**src/rtl/mux41_rr_arb_pkg.sv**
```systemverilog
// Shared types for the 4-source round-robin arbiter / registered 4:1 selector.
package mux41_rr_arb_pkg;

  localparam int NSRC = 4;

  typedef enum logic {
    ST_IDLE  = 1'b0,
    ST_GRANT = 1'b1
  } state_t;

  typedef logic [1:0] sel_t;

  // One-hot grant vector for an encoded source index.
  function automatic logic [NSRC-1:0] onehot(input sel_t s);
    logic [NSRC-1:0] v;
    v    = '0;
    v[s] = 1'b1;
    return v;
  endfunction

endpackage

```
**src/rtl/mux41_rr_arb_if.sv**
```systemverilog
// Request/data/grant bundle between the four sources and the arbiter.
// slave: arbiter side, master: source/consumer side.
interface mux41_rr_arb_if
  import mux41_rr_arb_pkg::*;
#(
  parameter int DW = 8
);
  logic            iEN;
  logic [NSRC-1:0] iREQ;
  logic [DW-1:0]   iA;
  logic [DW-1:0]   iB;
  logic [DW-1:0]   iC;
  logic [DW-1:0]   iD;
  logic [NSRC-1:0] oGNT;
  sel_t            oSEL;
  logic [DW-1:0]   oOUT;
  logic            oVALID;
  logic            oBUSY;
  logic            oPREEMPT;

  modport slave (
    input  iEN, iREQ, iA, iB, iC, iD,
    output oGNT, oSEL, oOUT, oVALID, oBUSY, oPREEMPT
  );

  modport master (
    output iEN, iREQ, iA, iB, iC, iD,
    input  oGNT, oSEL, oOUT, oVALID, oBUSY, oPREEMPT
  );
endinterface

```
**src/rtl/mux41_rr_arb_pick.sv**
```systemverilog
// Combinational round-robin picker: first request at or after the pointer,
// wrapping 3->0, with an exclude mask to skip the current owner.
module mux41_rr_arb_pick
  import mux41_rr_arb_pkg::*;
(
  input  logic [NSRC-1:0] i_req,
  input  sel_t            i_ptr,
  input  logic [NSRC-1:0] i_excl,
  output sel_t            o_win,
  output logic            o_any
);

  logic [NSRC-1:0] w_cand;
  logic            w_found;
  sel_t            w_idx;

  // Scan candidates starting at the pointer; 2-bit index wraps naturally.
  always_comb begin
    w_cand  = i_req & ~i_excl;
    w_found = 1'b0;
    w_idx   = '0;
    o_win   = i_ptr;
    for (int i = 0; i < NSRC; i++) begin
      w_idx = i_ptr + sel_t'(i);
      if (!w_found && w_cand[w_idx]) begin
        o_win   = w_idx;
        w_found = 1'b1;
      end
    end
  end

  assign o_any = |w_cand;

endmodule

```
**src/rtl/mux41_rr_arb.sv**
```systemverilog
// Round-robin arbiter with registered 4:1 data selector.
// Optional hold limit / forced rotation enabled by defining MUX41_ARB_TIMEOUT_EN.
//
// state    | meaning
// ST_IDLE  | no owner, oGNT=0; waits for iEN=1 and any request
// ST_GRANT | owner oSEL holds the path; kept while its request stays high
module mux41_rr_arb
  import mux41_rr_arb_pkg::*;
#(
  parameter int DW       = 8,
  parameter int MAX_HOLD = 16
) (
  input  logic           iCLK,
  input  logic           iRSTn,
  mux41_rr_arb_if.slave  bus
);

  if (MAX_HOLD < 1) begin : g_hold_chk
    $error("MAX_HOLD must be >= 1");
  end

  state_t          r_state, w_state_nxt;
  sel_t            r_sel, w_sel_nxt;
  sel_t            r_ptr, w_ptr_nxt;
  logic [NSRC-1:0] r_gnt;
  logic [DW-1:0]   r_out;
  logic            r_valid;
  logic [DW-1:0]   w_src;
  logic [NSRC-1:0] w_excl;
  sel_t            w_win;
  logic            w_any;

`ifdef MUX41_ARB_TIMEOUT_EN
  localparam int              HW        = $clog2(MAX_HOLD + 1);
  localparam logic [HW-1:0]   HOLD_MAX  = HW'(MAX_HOLD);
  localparam logic [HW-1:0]   HOLD_LAST = HW'(MAX_HOLD - 1);
  logic [HW-1:0] r_hold, w_hold_nxt;
  logic          r_preempt, w_preempt_nxt;
`endif

  // The owner is never a handoff/rotation candidate; in idle nobody is excluded.
  assign w_excl = (r_state == ST_GRANT) ? onehot(r_sel) : '0;

  mux41_rr_arb_pick u_pick (
    .i_req  (bus.iREQ),
    .i_ptr  (r_ptr),
    .i_excl (w_excl),
    .o_win  (w_win),
    .o_any  (w_any)
  );

  // Next-state, owner, pointer and hold-count decisions.
  always_comb begin
    w_state_nxt = r_state;
    w_sel_nxt   = r_sel;
    w_ptr_nxt   = r_ptr;
`ifdef MUX41_ARB_TIMEOUT_EN
    w_hold_nxt    = r_hold;
    w_preempt_nxt = 1'b0;
`endif
    case (r_state)
      ST_IDLE: begin
        if (bus.iEN && w_any) begin
          w_state_nxt = ST_GRANT;
          w_sel_nxt   = w_win;
          w_ptr_nxt   = w_win + 2'd1;
`ifdef MUX41_ARB_TIMEOUT_EN
          w_hold_nxt  = '0;
`endif
        end
      end
      ST_GRANT: begin
        if (bus.iREQ[r_sel]) begin
`ifdef MUX41_ARB_TIMEOUT_EN
          // >= rather than == so an owner that saturated while alone is
          // still rotated once contention appears.
          if (r_hold >= HOLD_LAST && w_any && bus.iEN) begin
            w_sel_nxt     = w_win;
            w_ptr_nxt     = w_win + 2'd1;
            w_hold_nxt    = '0;
            w_preempt_nxt = 1'b1;
          end else if (r_hold != HOLD_MAX) begin
            w_hold_nxt = r_hold + 1'b1;
          end
`endif
        end else if (w_any && bus.iEN) begin
          w_sel_nxt   = w_win;
          w_ptr_nxt   = w_win + 2'd1;
`ifdef MUX41_ARB_TIMEOUT_EN
          w_hold_nxt  = '0;
`endif
        end else begin
          w_state_nxt = ST_IDLE;
`ifdef MUX41_ARB_TIMEOUT_EN
          w_hold_nxt  = '0;
`endif
        end
      end
      default: w_state_nxt = ST_IDLE;
    endcase
  end

  // Source selection follows the registered owner code.
  always_comb begin
    case (r_sel)
      2'd0:    w_src = bus.iA;
      2'd1:    w_src = bus.iB;
      2'd2:    w_src = bus.iC;
      default: w_src = bus.iD;
    endcase
  end

  // FSM, pointer, grant and datapath registers.
  always_ff @(posedge iCLK or negedge iRSTn) begin
    if (!iRSTn) begin
      r_state <= ST_IDLE;
      r_sel   <= '0;
      r_ptr   <= '0;
      r_gnt   <= '0;
      r_out   <= '0;
      r_valid <= 1'b0;
    end else begin
      r_state <= w_state_nxt;
      r_sel   <= w_sel_nxt;
      r_ptr   <= w_ptr_nxt;
      r_gnt   <= (w_state_nxt == ST_GRANT) ? onehot(w_sel_nxt) : '0;
      r_out   <= w_src;
      r_valid <= |r_gnt;
    end
  end

`ifdef MUX41_ARB_TIMEOUT_EN
  // Hold counter and preemption pulse.
  always_ff @(posedge iCLK or negedge iRSTn) begin
    if (!iRSTn) begin
      r_hold    <= '0;
      r_preempt <= 1'b0;
    end else begin
      r_hold    <= w_hold_nxt;
      r_preempt <= w_preempt_nxt;
    end
  end
  assign bus.oPREEMPT = r_preempt;
`else
  assign bus.oPREEMPT = 1'b0;
`endif

  assign bus.oGNT   = r_gnt;
  assign bus.oSEL   = r_sel;
  assign bus.oOUT   = r_out;
  assign bus.oVALID = r_valid;
  assign bus.oBUSY  = (r_state == ST_GRANT);

endmodule

```
**src/flat_wrapper.sv**
```systemverilog
// flat-port wrapper written by rule: the top's interface ports become plain ports
module mux41_rr_arb_flat import mux41_rr_arb_pkg::*;
#(
  parameter int DW       = 8,
  parameter int MAX_HOLD = 16
)
  (iCLK, iRSTn, bus_iEN, bus_iREQ, bus_iA, bus_iB, bus_iC, bus_iD, bus_oGNT, bus_oSEL, bus_oOUT, bus_oVALID, bus_oBUSY, bus_oPREEMPT);
  mux41_rr_arb_if #(.DW(DW)) bus_i ();
  input  logic iCLK;
  input  logic iRSTn;
  input wire logic [$bits(bus_i.iEN)-1:0] bus_iEN;
  input wire logic [$bits(bus_i.iREQ)-1:0] bus_iREQ;
  input wire logic [$bits(bus_i.iA)-1:0] bus_iA;
  input wire logic [$bits(bus_i.iB)-1:0] bus_iB;
  input wire logic [$bits(bus_i.iC)-1:0] bus_iC;
  input wire logic [$bits(bus_i.iD)-1:0] bus_iD;
  output wire logic [$bits(bus_i.oGNT)-1:0] bus_oGNT;
  output wire logic [$bits(bus_i.oSEL)-1:0] bus_oSEL;
  output wire logic [$bits(bus_i.oOUT)-1:0] bus_oOUT;
  output wire logic [$bits(bus_i.oVALID)-1:0] bus_oVALID;
  output wire logic [$bits(bus_i.oBUSY)-1:0] bus_oBUSY;
  output wire logic [$bits(bus_i.oPREEMPT)-1:0] bus_oPREEMPT;
  assign bus_i.iEN = bus_iEN;
  assign bus_i.iREQ = bus_iREQ;
  assign bus_i.iA = bus_iA;
  assign bus_i.iB = bus_iB;
  assign bus_i.iC = bus_iC;
  assign bus_i.iD = bus_iD;
  assign bus_oGNT = bus_i.oGNT;
  assign bus_oSEL = bus_i.oSEL;
  assign bus_oOUT = bus_i.oOUT;
  assign bus_oVALID = bus_i.oVALID;
  assign bus_oBUSY = bus_i.oBUSY;
  assign bus_oPREEMPT = bus_i.oPREEMPT;
  mux41_rr_arb #(.DW(DW), .MAX_HOLD(MAX_HOLD)) u_core (.iCLK(iCLK), .iRSTn(iRSTn), .bus(bus_i));
endmodule
```
**config.mk**
```make
export PLATFORM = sky130hd
export DESIGN_NAME = mux41_rr_arb_flat
export DESIGN_NICKNAME = d
export VERILOG_FILES = /design/src/rtl/mux41_rr_arb_pkg.sv /design/src/rtl/mux41_rr_arb_if.sv /design/src/rtl/mux41_rr_arb_pick.sv /design/src/rtl/mux41_rr_arb.sv /design/src/flat_wrapper.sv
export SDC_FILE = /design/constraint.sdc
export NUM_CORES = 1
export LEC_CHECK = 0
export ABC_AREA = 1
export CORE_MARGIN = 2
export CORE_UTILIZATION = 37
export DETAILED_ROUTE_END_ITERATION = 7
export PLACE_DENSITY = 0.76
export SETUP_SLACK_MARGIN = 0.4
export SYNTH_ARGS = -nofsm -noshare
export SYNTH_HDL_FRONTEND = slang
export SYNTH_SLANG_ARGS = --single-unit
export TNS_END_PERCENT = 10
```
**constraint.sdc**
```tcl
create_clock -name iCLK -period 1.9 [get_ports iCLK]
set_clock_uncertainty 0.2 [all_clocks]
set_input_delay 0.38 -clock iCLK [delete_from_list [all_inputs] [get_ports iCLK]]
set_output_delay 0.38 -clock iCLK [all_outputs]
set_load 0.02 [all_outputs]
```
==> impl_metrics.yaml, run 1 <==
place:
  dp_cells: 282
  place_hpwl_um: 2825
  dpl_worst_slack_ns: -0.3861
  io_buffer_count: 54
  gp_congestion: 0.8635
  dpl_cell_area_um2: 1876
synth:
  synth_top_cell_by_area: "dfrtp_1"
  ys_seq_elements: 18
  synth.area.top_cells: "dfrtp_1, nand2_1, nand3_1"
  synth.distinct_cells: 25
  synth_cells: 171
  yosysSeqAreaShare: 0.3805
  yosysWarnings: 0
  yosysTopAreaCellShare: 0.3805
  netlist_area_um2: 1184
  syn_nets: 210
  avgSynthCellArea_um2: 6.922
job:
  maxCapViolCount: 0
worst_setup_path:
  r2r_cells: 14
  r2r-start: "u_core.bus.oSEL[1]"
  crit_fanout: 5
  reg2reg_to: "u_core.bus.oGNT[2]"
  startpoint_type: "flip-flop"
  critPathKind: "reg2reg"
  r2r_slack_ns: -0.08
  arrival_ns: 2.01
  endpoint_kind: "flip-flop"
  cp.required_ns: 1.93
timing:
  min_period_ns: 1.983
  layout_setup_ws_ns: -0.08295
  final_max_slew_viol_count: 0
  fin_crit_sh: 1.044
  setup_viol: 6
  clock.fmax_mhz: 504.3
  final_hold_viol_count: 0
  rsz0062_at_grt: "true"
  setup_tns_ns: -0.3043
layout:
  nNetsFinal: 288
  antenna_cells: 0
  fillers: 257
  fin_cells: 292
  fin_area_um2: 2091
  layout-drive-gt1-share: 0.3790
  synthToLayoutAreaGrowth_pct: 76.64
status:
  run_status: "finished, violations left"
  violations: "negative setup slack"
power_and_ir_drop:
  p_clk_frac: 0.063
  p_switching_w: 0.001927
  internal-power_w: 0.001865
  power_frac_comb: 0.744
  p_sw_frac: 0.5081
  total_leakage_power_nw: 1.004
  pwr-share-seq: 0.193
  ir_drop_v: 0.001425
  p_per_area_nw_per_um2: 1814
clock_network:
  clk_pin_slew_worst_paths_ns: 0.11
  cts-root-buf: "clkbuf_4"
  htree_levels: 1
  insertion_delay_ns: 0.29
  cts_buffers: 3
  cts_max_path_buffers: 2
  cts_tree: "yes"
  cts.sinks: 18
detailed_routing:
  drc: 0
  wire_per_inst_um: 13.15
  vias: 1437
  wl_um: 3841
  drt_iter0_markers: 49
  post_drt_via_cell_ratio: 4.921
  antenna_left: 0
  drt-pass1-iter-count: 4
global_routing:
  overflow: 0
  use_met1: 0.2768
  grt.busiest_layer: "met2"
  grt_usage: 0.2289
  grt_util_met2: 0.4025
  grt_pass1_vias: 1402
  antenna_found_initial: 0
  grt_max_degree: 19
  grtUsageMet3: 0.03198
  grt_pass1_wl_um: 6189
die:
  core_um2: 3053
  die_h_um: 60.56
  die_area_um2: 3668
  start_util: 0.3877
  num_rows: 20
  die_w_um: 60.56
  ioPinCount: 56
hold_path:
  hold_path_class: "in2async"
synth_stat cells:
| library cell | number |
|---|---|
| a22oi_1 | 2 |
| nor2_4 | 2 |
| inv_1 | 5 |
| a21oi_1 | 1 |
| or4_1 | 1 |
| xnor2_1 | 1 |
| o21ai_2 | 1 |
| nor2_2 | 2 |
| dfrtp_1 | 18 |
| buf_4 | 3 |
| xor2_1 | 1 |
| a22o_1 | 1 |
| clkinv_2 | 1 |
| o21ai_1 | 1 |
| nor2_1 | 5 |
| and2_1 | 1 |
| buf_6 | 1 |
| conb_1 | 1 |
| nand3_2 | 2 |
| nand2_1 | 71 |
| nand3_1 | 31 |
| nand2_2 | 4 |
| inv_2 | 6 |
| nand4_1 | 8 |
| o21ai_0 | 1 |
power by group through the flow:
| stage | logic [W] | registers (W) | clock network [W] |
|---|---|---|---|
| finish | 0.00282 | 0.000733 | 0.000239 |
| global route | 0.00311 | 0.000759 | 0.000258 |
| floorplan | 0.00126 | 0.000864 | 0 |
| detailed placement | 0.00231 | 0.000725 | 0 |
| global placement | 0.00230 | 0.000720 | 0 |
| CTS | 0.00247 | 0.000707 | 0.000243 |
what timing repair did:
action,in CTS,in global routing
endpoints found under the hold margin,0,0
buffers inserted,3,3
gates cloned,0,0
resized for setup,73,33
hold buffers,0,0
pin swaps,11,12
setup endpoints to repair,25,15
stage by stage:
step / util / total power (W) / hold slack [ns]
2_1_floorplan: - / 0.002127 / -0.1156
6_report: 0.6848 / 0.003792 / 0.2066
5_1_grt: 0.6848 / 0.004122 / 0.2287
4_1_cts: 0.6422 / 0.003416 / 0.2108
3_5_place_dp: 0.6143 / 0.003040 / 0.2510
3_3_place_gp: 0.6143 / 0.003017 / 0.2424
logic make-up (layout without fill, tap and decap cells):
kind of cell,Yosys count,in the layout,share of synthesized area
AOI/OAI and AO/OA,7,7,0.04016
xor gates and xnor gates,2,2,0.01480
buffers and inverters,16,93,0.06765
DFF,18,18,0.3805
other,1,1,0.003168
and+or+nand+nor,127,127,0.4937
critical path, cell delays in order (launching register included):
cell     delay, ns
dfrtp_2       0.46
buf_12        0.15
nor2_4        0.09
nand2_2       0.09
nand3_2       0.08
nand2_1       0.05
nand2_1       0.06
nand2_2       0.08
nor2_4        0.13
nand2_4       0.09
nand2_4       0.08
nand3_4       0.08
nand2_2       0.08
nand2_1       0.06
nor2_1        0.12
layout by cell type, fill, tap and decap left out, drive strengths merged, types with 2 or more instances in the layout:
cell type | netlist | routed
dlygate4sd2 | 0 | 2
nand4 | 8 | 8
inv | 11 | 11
buf | 4 | 37
nor2 | 9 | 9
clkdlybuf4s50 | 0 | 38
nand3 | 33 | 33
clkbuf | 0 | 4
dfrtp | 18 | 18
nand2 | 75 | 75
o21ai | 3 | 3
a22oi | 2 | 2
per-layer routing:
layer,wire length [um],share of wire
met5,0,0
met4,73,0.019
met3,194,0.051
met2,1954,0.51
met1,1619,0.42
how the worst max path moves through the flow:
stage	from	endpoint	slack, ns	cells past startpoint
CTS	u_core.bus.oSEL[1]	u_core.bus.oGNT[2]	-0.07	14
finish	u_core.bus.oSEL[1]	u_core.bus.oGNT[2]	-0.08	14
detailed placement	bus_iREQ[0]	u_core.bus.oGNT[2]	-0.39	13
floorplan	u_core.bus.oSEL[1]	u_core.bus.oGNT[0]	-0.03	14
global route	u_core.bus.oSEL[1]	u_core.bus.oGNT[2]	-0.18	14
global placement	bus_iREQ[0]	u_core.bus.oGNT[2]	-0.34	13
registers in the layout, summed over array words and instances, names as in the netlist:
register           cells
u_core.bus.oVALID      1
u_core.bus.oSEL        2
u_core.bus.oOUT        8
u_core.r_ptr           2
u_core.bus.oBUSY       1
u_core.bus.oGNT        4
cell type report:
cell class | instances | area, um^2 | area share
Clock buffer | 4 | 36.28 | 0.01735
Tap cell | 44 | 55.05 | 0.02633
Sequential cell | 18 | 455.4 | 0.2178
Timing Repair Buffer | 77 | 659.4 | 0.3154
Multi-Input combinational cell | 137 | 829.5 | 0.3968
Inverter | 12 | 55.05 | 0.02633
Note: power is estimated with default switching activity, not from simulation.
==> inputs of run 2 (changes only) <==
--- a/config.mk
+++ b/config.mk
@@ -11,6 +11,7 @@
 export DETAILED_ROUTE_END_ITERATION = 7
 export PLACE_DENSITY = 0.76
 export SETUP_SLACK_MARGIN = 0.4
+export SLEW_MARGIN = 20
 export SYNTH_ARGS = -nofsm -noshare
 export SYNTH_HDL_FRONTEND = slang
 export SYNTH_SLANG_ARGS = --single-unit
==> results of run 2 <==
The final DEF is identical to that of run 1; final timing and power are the same.
